**src/rtl/key_pkg.sv**
```systemverilog
// key_pkg: shared state encoding, default timing constants and counter sizing
// helpers for the push-button conditioner (key_fsm / key_conditioner).
package key_pkg;

  // Default timing at a 50 MHz clock
  localparam int DEF_N_KEYS        = 3;
  localparam int DEF_DEB_CYCLES    = 500000;    // 10 ms debounce window
  localparam int DEF_LONG_CYCLES   = 50000000;  // 1 s hold before long press
  localparam int DEF_REPEAT_CYCLES = 10000000;  // 200 ms auto-repeat period

  // Per-key conditioner states; ST_REPEAT is only reachable with KEY_REPEAT_EN
  typedef enum logic [2:0] {
    ST_IDLE        = 3'd0,
    ST_DEB_PRESS   = 3'd1,
    ST_HELD        = 3'd2,
    ST_DEB_RELEASE = 3'd3,
    ST_REPEAT      = 3'd4
  } key_state_e;

  function automatic int max3(input int a, input int b, input int c);
    int m;
    m = (a > b) ? a : b;
    m = (m > c) ? m : c;
    return m;
  endfunction

  // One counter serves debounce, hold and repeat timing, so it is sized for
  // the longest of the three intervals.
  function automatic int cnt_width(input int deb, input int lng, input int rep);
    return $clog2(max3(deb, lng, rep) + 1);
  endfunction

endpackage

```
**src/rtl/key_fsm.sv**
```systemverilog
// key_fsm: conditioner for a single push-button. Synchronizes the raw
// active-low input, debounces press and release, and generates one-cycle
// press / release / long-press pulses. With KEY_REPEAT_EN defined, a held key
// also emits auto-repeat pulses after the long press; otherwise key_repeat is 0.
import key_pkg::*;

module key_fsm #(
  parameter int DEB_CYCLES    = DEF_DEB_CYCLES,
  parameter int LONG_CYCLES   = DEF_LONG_CYCLES,
  parameter int REPEAT_CYCLES = DEF_REPEAT_CYCLES
) (
  input  logic clk,
  input  logic rst_n,
  input  logic key_n,
  output logic key_level,
  output logic press,
  output logic key_release,
  output logic long_press,
  output logic key_repeat
);

  localparam int CW = cnt_width(DEB_CYCLES, LONG_CYCLES, REPEAT_CYCLES);
  typedef logic [CW-1:0] cnt_t;

  localparam cnt_t CNT_ZERO  = {CW{1'b0}};
  localparam cnt_t CNT_ONE   = cnt_t'(1'b1);
  localparam cnt_t CNT_MAX   = {CW{1'b1}};
  localparam cnt_t DEB_LAST  = cnt_t'(DEB_CYCLES - 1);
  localparam cnt_t LONG_LAST = cnt_t'(LONG_CYCLES - 1);
  localparam cnt_t LONG_SAT  = cnt_t'(LONG_CYCLES);
`ifdef KEY_REPEAT_EN
  localparam cnt_t REP_LAST  = cnt_t'(REPEAT_CYCLES - 1);
`endif

  logic       sync1_r;
  logic       sync2_r;
  logic       pressed_s;
  key_state_e state_r;
  key_state_e state_s;
  cnt_t       cnt_r;
  cnt_t       cnt_s;
  cnt_t       cnt_inc_s;
  logic       long_sent_r;
  logic       long_sent_s;
  logic       level_s;
  logic       press_s;
  logic       release_s;
  logic       long_s;
  logic       repeat_s;

  // Two-flop synchronizer; idles at 1 (released) so reset never looks like a press
  always_ff @(posedge clk or negedge rst_n) begin
    if (!rst_n) begin
      sync1_r <= 1'b1;
      sync2_r <= 1'b1;
    end else begin
      sync1_r <= key_n;
      sync2_r <= sync1_r;
    end
  end

  assign pressed_s = ~sync2_r;
  assign cnt_inc_s = (cnt_r == CNT_MAX) ? cnt_r : (cnt_r + CNT_ONE);

  // Next-state, counter and pulse decode for the debounce/hold state machine
  always_comb begin
    state_s     = state_r;
    cnt_s       = cnt_r;
    long_sent_s = long_sent_r;
    level_s     = key_level;
    press_s     = 1'b0;
    release_s   = 1'b0;
    long_s      = 1'b0;
    repeat_s    = 1'b0;
    case (state_r)
      ST_IDLE: begin
        if (pressed_s) begin
          state_s = ST_DEB_PRESS;
          cnt_s   = CNT_ZERO;
        end else begin
          state_s = ST_IDLE;
        end
      end
      ST_DEB_PRESS: begin
        if (!pressed_s) begin
          state_s = ST_IDLE;
        end else if (cnt_r == DEB_LAST) begin
          state_s     = ST_HELD;
          cnt_s       = CNT_ZERO;
          level_s     = 1'b1;
          press_s     = 1'b1;
          long_sent_s = 1'b0;
        end else begin
          cnt_s = cnt_inc_s;
        end
      end
      ST_HELD: begin
        if (!pressed_s) begin
          state_s = ST_DEB_RELEASE;
          cnt_s   = CNT_ZERO;
        end else if (!long_sent_r && (cnt_r == LONG_LAST)) begin
          long_s      = 1'b1;
          long_sent_s = 1'b1;
`ifdef KEY_REPEAT_EN
          state_s     = ST_REPEAT;
          cnt_s       = CNT_ZERO;
`else
          cnt_s       = LONG_SAT;
`endif
        end else if (cnt_r != LONG_SAT) begin
          cnt_s = cnt_inc_s;
        end else begin
          cnt_s = cnt_r;
        end
      end
`ifdef KEY_REPEAT_EN
      ST_REPEAT: begin
        if (!pressed_s) begin
          state_s = ST_DEB_RELEASE;
          cnt_s   = CNT_ZERO;
        end else if (cnt_r == REP_LAST) begin
          repeat_s = 1'b1;
          cnt_s    = CNT_ZERO;
        end else begin
          cnt_s = cnt_inc_s;
        end
      end
`endif
      ST_DEB_RELEASE: begin
        if (pressed_s) begin
          // Bounce: resume holding; long_sent_r is kept so no second long press
`ifdef KEY_REPEAT_EN
          state_s = long_sent_r ? ST_REPEAT : ST_HELD;
`else
          state_s = ST_HELD;
`endif
          cnt_s   = CNT_ZERO;
        end else if (cnt_r == DEB_LAST) begin
          state_s     = ST_IDLE;
          cnt_s       = CNT_ZERO;
          level_s     = 1'b0;
          release_s   = 1'b1;
          long_sent_s = 1'b0;
        end else begin
          cnt_s = cnt_inc_s;
        end
      end
      default: begin
        state_s     = ST_IDLE;
        cnt_s       = CNT_ZERO;
        level_s     = 1'b0;
        long_sent_s = 1'b0;
      end
    endcase
  end

  // State, counter and registered outputs; reset discards any pending event
  always_ff @(posedge clk or negedge rst_n) begin
    if (!rst_n) begin
      state_r     <= ST_IDLE;
      cnt_r       <= CNT_ZERO;
      long_sent_r <= 1'b0;
      key_level   <= 1'b0;
      press       <= 1'b0;
      key_release <= 1'b0;
      long_press  <= 1'b0;
      key_repeat  <= 1'b0;
    end else begin
      state_r     <= state_s;
      cnt_r       <= cnt_s;
      long_sent_r <= long_sent_s;
      key_level   <= level_s;
      press       <= press_s;
      key_release <= release_s;
      long_press  <= long_s;
      key_repeat  <= repeat_s;
    end
  end

endmodule

```
**src/rtl/key_conditioner.sv**
```systemverilog
// key_conditioner: N_KEYS independent push-button conditioners, one key_fsm
// per button. Auto-repeat is selected at build time with KEY_REPEAT_EN.
import key_pkg::*;

module key_conditioner #(
  parameter int N_KEYS        = DEF_N_KEYS,
  parameter int DEB_CYCLES    = DEF_DEB_CYCLES,
  parameter int LONG_CYCLES   = DEF_LONG_CYCLES,
  parameter int REPEAT_CYCLES = DEF_REPEAT_CYCLES
) (
  input  logic              clk,
  input  logic              rst_n,
  input  logic [N_KEYS-1:0] key_n,
  output logic [N_KEYS-1:0] key_level,
  output logic [N_KEYS-1:0] press,
  output logic [N_KEYS-1:0] key_release,
  output logic [N_KEYS-1:0] long_press,
  output logic [N_KEYS-1:0] key_repeat
);

  for (genvar i = 0; i < N_KEYS; i++) begin : g_key
    key_fsm #(
      .DEB_CYCLES    (DEB_CYCLES),
      .LONG_CYCLES   (LONG_CYCLES),
      .REPEAT_CYCLES (REPEAT_CYCLES)
    ) u_key_fsm (
      .clk         (clk),
      .rst_n       (rst_n),
      .key_n       (key_n[i]),
      .key_level   (key_level[i]),
      .press       (press[i]),
      .key_release (key_release[i]),
      .long_press  (long_press[i]),
      .key_repeat  (key_repeat[i])
    );
  end

endmodule

```
**config.mk**
```make
export PLATFORM = sky130hd
export DESIGN_NAME = key_conditioner
export DESIGN_NICKNAME = d
export VERILOG_FILES = /design/src/rtl/key_pkg.sv /design/src/rtl/key_fsm.sv /design/src/rtl/key_conditioner.sv
export SDC_FILE = /design/constraint.sdc
export NUM_CORES = 1
export LEC_CHECK = 0
export ABC_CLOCK_PERIOD_IN_PS = 2900
export CORE_MARGIN = 10
export CORE_UTILIZATION = 45
export DETAILED_ROUTE_END_ITERATION = 6
export DONT_BUFFER_PORTS = 1
export MAX_ROUTING_LAYER = met4
export PLACE_DENSITY = 0.61
export SLEW_MARGIN = 40
export SYNTH_ARGS = -nofsm -noshare
export SYNTH_HDL_FRONTEND = slang
export SYNTH_HIERARCHICAL = 1
export SYNTH_SLANG_ARGS = --single-unit
```
**constraint.sdc**
```tcl
create_clock -name clk -period 2.9 [get_ports clk]
set_input_delay 0.29 -clock clk [delete_from_list [all_inputs] [get_ports clk]]
set_output_delay 0.29 -clock clk [all_outputs]
set_load 0.02 [all_outputs]
```
==> flow_summary.json <==
{
  "post_synth_xor_area_fraction": 0.00380,
  "power_frac_comb": 0.088,
  "placement.io_buffers": 0,
  "worstSetupStartpointType": "register",
  "per_instance_average_area_after_synthesis_um2": 8.83,
  "grt_pass1_wl_um": 31300,
  "detailedPlacementHpwl_um": 13400,
  "finalWeightedCongestion": 0.970,
  "fp.dieH_um": 144,
  "max_slew.worst_pin.slew_ns": 0.818,
  "power.share.switching": 0.267,
  "diodes": 0,
  "core_area_mm2": 0.0151,
  "cts_buffers": 9,
  "grt_max_degree": 106,
  "place_area_mm2": 0.00703,
  "synth_simple_gate_area_share": 0.318,
  "fmax_ghz": 0.374,
  "synthArstFlopShare": 1.00,
  "mapped_nets": 793,
  "floorplan.die_area_mm2": 0.0207,
  "finalHoldViolCount": 0,
  "floorplan.initialDensity": 0.456,
  "area_growth_syn_to_layout_pct": 6.99,
  "power-per-cell-area_mw_per_mm2": 408,
  "setup_total_negative_slack_ns": 0,
  "grt.overflow.total": 0,
  "drt-initial-drc-count": 709,
  "post_synthesis_compound_gate_area_fraction": 0.235,
  "path_cells": "ha_1 -> nand4b_2 -> or4_4 -> o21ai_2 -> nand2_1 -> a21o_1 -> a22o_1",
  "layout-drive-gt1-share": 0.119,
  "remaining_drc_errors": 0,
  "finish.instance_area_mm2": 0.00739,
  "clock_tree.root_cell": "clkbuf_16",
  "leakagePower_nw": 2.80,
  "grt_antenna_before_repair": 0,
  "path_max_fanout": 11,
  "via_count_of_the_first_global_routing_pass": 5942,
  "site_row_count": 45,
  "skew_ns": 0.00745,
  "worst_hold_path_type": "register to register",
  "timing_worst_setup_path_type": "register to register",
  "slew-limit-headroom": 0.453,
  "synth-seq-cells": 105,
  "grt_setup_unrepaired": "false",
  "min_period_over_period": 0.921,
  "synth-main-ff-cell": "dfrtp_1",
  "number_of_enable_flip_flop_cells_after_synthesis": 0,
  "critical_path.endpoint_type": "register",
  "timing.max_cap.violations": 0,
  "yosys_warnings": 6,
  "p_seq_frac": 0.516,
  "dr_total_vias": 6365,
  "die_w_um": 144,
  "nets": 782,
  "internal_power_w": 0.00221,
  "synthesis.area_mm2": 0.00691,
  "totalPowerFinal_w": 0.00302,
  "post_synth_mux_area_share": 0.00145,
  "antenna_violating_nets_post_route": 0,
  "synth-seq-area-share": 0.381,
  "clockPowerShare": 0.395,
  "report.final.setup_viol": 0,
  "drt_wl_total_um": 18900,
  "critical_path.slowest_cell": "or4_4",
  "clk-insertion-delay-late_ns": 0.35,
  "synth_top_family_by_area": "simple AND/OR/NAND/NOR gates",
  "globalRouteTotalUtil": 0.190,
  "cts_tree": "yes",
  "io-pin-count": 20,
  "power.net_switching_w": 0.000804,
  "slew_viol_final": 0,
  "yosysUniqueCellTypes": 72,
  "clock-sinks": 105,
  "synth_adder_area_share": 0.0109,
  "synthesis.instances": 782,
  "timing.final.crit_period_ns": 2.67,
  "htreeDepth": 3,
  "worst_ep_arrival_time_ns": 2.91,
  "max_stage_delay_ns": 0.57,
  "ir_drop_mv": 0.395,
  "wl_per_cell_um": 19.6,
  "first_pass_iters": 5,
  "clock_path_buffers": 2,
  "run_status": "finished, final reports clean",
  "worst_setup_hold_path_clk_slew_ns": 0.07,
  "detail_route.vias_per_cell": 6.60,
  "critical_path_required_ns": 3.13
}
## power by group through the flow
stage / registers, W / clock network, W / logic [W]
after global placement: 0.00158 / 0 / 0.000218
after detailed placement: 0.00158 / 0 / 0.000226
after global routing: 0.00157 / 0.00131 / 0.000301
after CTS: 0.00156 / 0.00124 / 0.000268
after floorplan: 0.00155 / 0 / 0.000193
final: 0.00156 / 0.00119 / 0.000267
## cell families after synthesis
group,Yosys count
simple gates,373
compound gates,222
flops,105
buf+inv,69
fa+ha+maj,6
other cells,3
xor+xnor,3
mux,1
## repair_timing
| item | 4_1_cts | 5_1_grt |
|---|---|---|
| setup buffers | 0 | 0 |
| resized for setup | 0 | 0 |
| hold endpoints to repair | 108 | 0 |
| setup endpoints to repair | 0 | 0 |
| hold buffers | 5 | 0 |
## through the flow
step	setup WS, ns	instances	utilization	hold slack (ns)
after CTS	0.269	964	0.488	0.361
after global routing	0.124	964	0.488	0.366
after detailed placement	0.294	943	0.464	-0.000145
final	0.228	964	0.488	0.358
after floorplan	0.670	782	-	-0.00559
after global placement	0.378	943	0.464	-0.00118
## worst max-delay path, delay by kind of cell (launching register included)
family | cells | cell delay, ns
adders and majority gates | 1 | 0.29
DFF | 1 | 0.41
and+or+nand+nor | 3 | 1.17
AOI/OAI and AO/OA | 3 | 0.69
## layer usage
metal | share of wire | global-route usage
met1 | 0.46 | 0.259
met2 | 0.46 | 0.279
met3 | 0.069 | 0.0439
met4 | 0.014 | 0.0494
met5 | 0 | -
## cells in the final DEF, fill, tap and decap left out, types with 7 or more instances in the layout
master,instances
a21oi_1,53
a22o_1,11
a31oi_1,11
a41oi_1,7
and2_1,7
and3_1,21
buf_4,17
clkbuf_16,9
dfrtp_1,99
inv_1,25
nand2_1,63
nand2b_1,11
nand3_1,68
nand4_1,31
nor2_1,49
nor3_1,25
nor3b_1,7
nor4_1,7
nor4bb_1,8
o21ai_0,45
o21ai_1,13
o31ai_1,13
or3_1,11
or4_1,10
## sequential cells by signal, indices dropped and copies added, names as in the netlist, named ones only
name                         flops
g_key.u_key_fsm/cnt_r           78
g_key.u_key_fsm/key_level        3
g_key.u_key_fsm/key_release      3
g_key.u_key_fsm/long_press       3
g_key.u_key_fsm/long_sent_r      3
g_key.u_key_fsm/press            3
g_key.u_key_fsm/state_r          3
g_key.u_key_fsm/sync1_r          3
g_key.u_key_fsm/sync2_r          3
## worst paths after layout
kind	depth (start not counted)	end	slack [ns]	startpoint
min in group asynchronous	2	g_key[1].u_key_fsm/cnt_r[21]	0.55	rst_n
worst min-delay path	0	g_key[0].u_key_fsm/sync2_r	0.36	g_key[0].u_key_fsm/sync1_r
max in group asynchronous	2	g_key[0].u_key_fsm/sync2_r	1.93	rst_n
worst min register to register	0	g_key[0].u_key_fsm/sync2_r	0.36	g_key[0].u_key_fsm/sync1_r
worst max-delay path	7	g_key[1].u_key_fsm/cnt_r[11]	0.23	g_key[1].u_key_fsm/cnt_r[1]
worst max register to register	7	g_key[1].u_key_fsm/cnt_r[11]	0.23	g_key[1].u_key_fsm/cnt_r[1]
## synthesized netlist by cell type, drive strengths merged (3+ instances only)
cell	n	area [µm²]
nand3b	4	30.0
o22a	3	26.3
dfstp	6	158
nand4b	8	82.6
a22o	11	96.3
nand4	33	219
a21oi	54	274
and4	4	35.0
clkbuf	9	35.0
o2bb2ai	4	35.0
o31a	3	27.5
nor4	12	133
nor4bb	8	80.1
ha	6	75.1
nand2	63	236
inv	25	93.8
o21a	3	22.5
a211oi	10	105
nand2b	11	68.8
o311ai	7	68.8
and3	21	131
conb	3	11.3
nand3	71	370
or3	11	68.8
and2	11	78.8
nor3b	7	52.6
a21o	5	37.5
a32o	3	30.0
nor2	51	196
a31oi	13	111
nor2b	5	31.3
buf	35	201
dfrtp	99	2480
nor3	29	165
o21ai	63	334
nor4b	6	52.6
a2bb2oi	6	52.6
xnor2	3	26.3
a41oi	7	61.3
o31ai	17	183
or4	16	143
## cell type report
class / instances / area, µm²
well taps: 188 / 235
fillers: 1428 / 7750
flip-flops and latches: 105 / 2640
clock buffers: 10 / 239
multi-input cells: 608 / 3940
repair buffers: 22 / 195
clock inverters: 6 / 50.0
inverters: 25 / 93.8
Power figures use the tool's default switching activity.
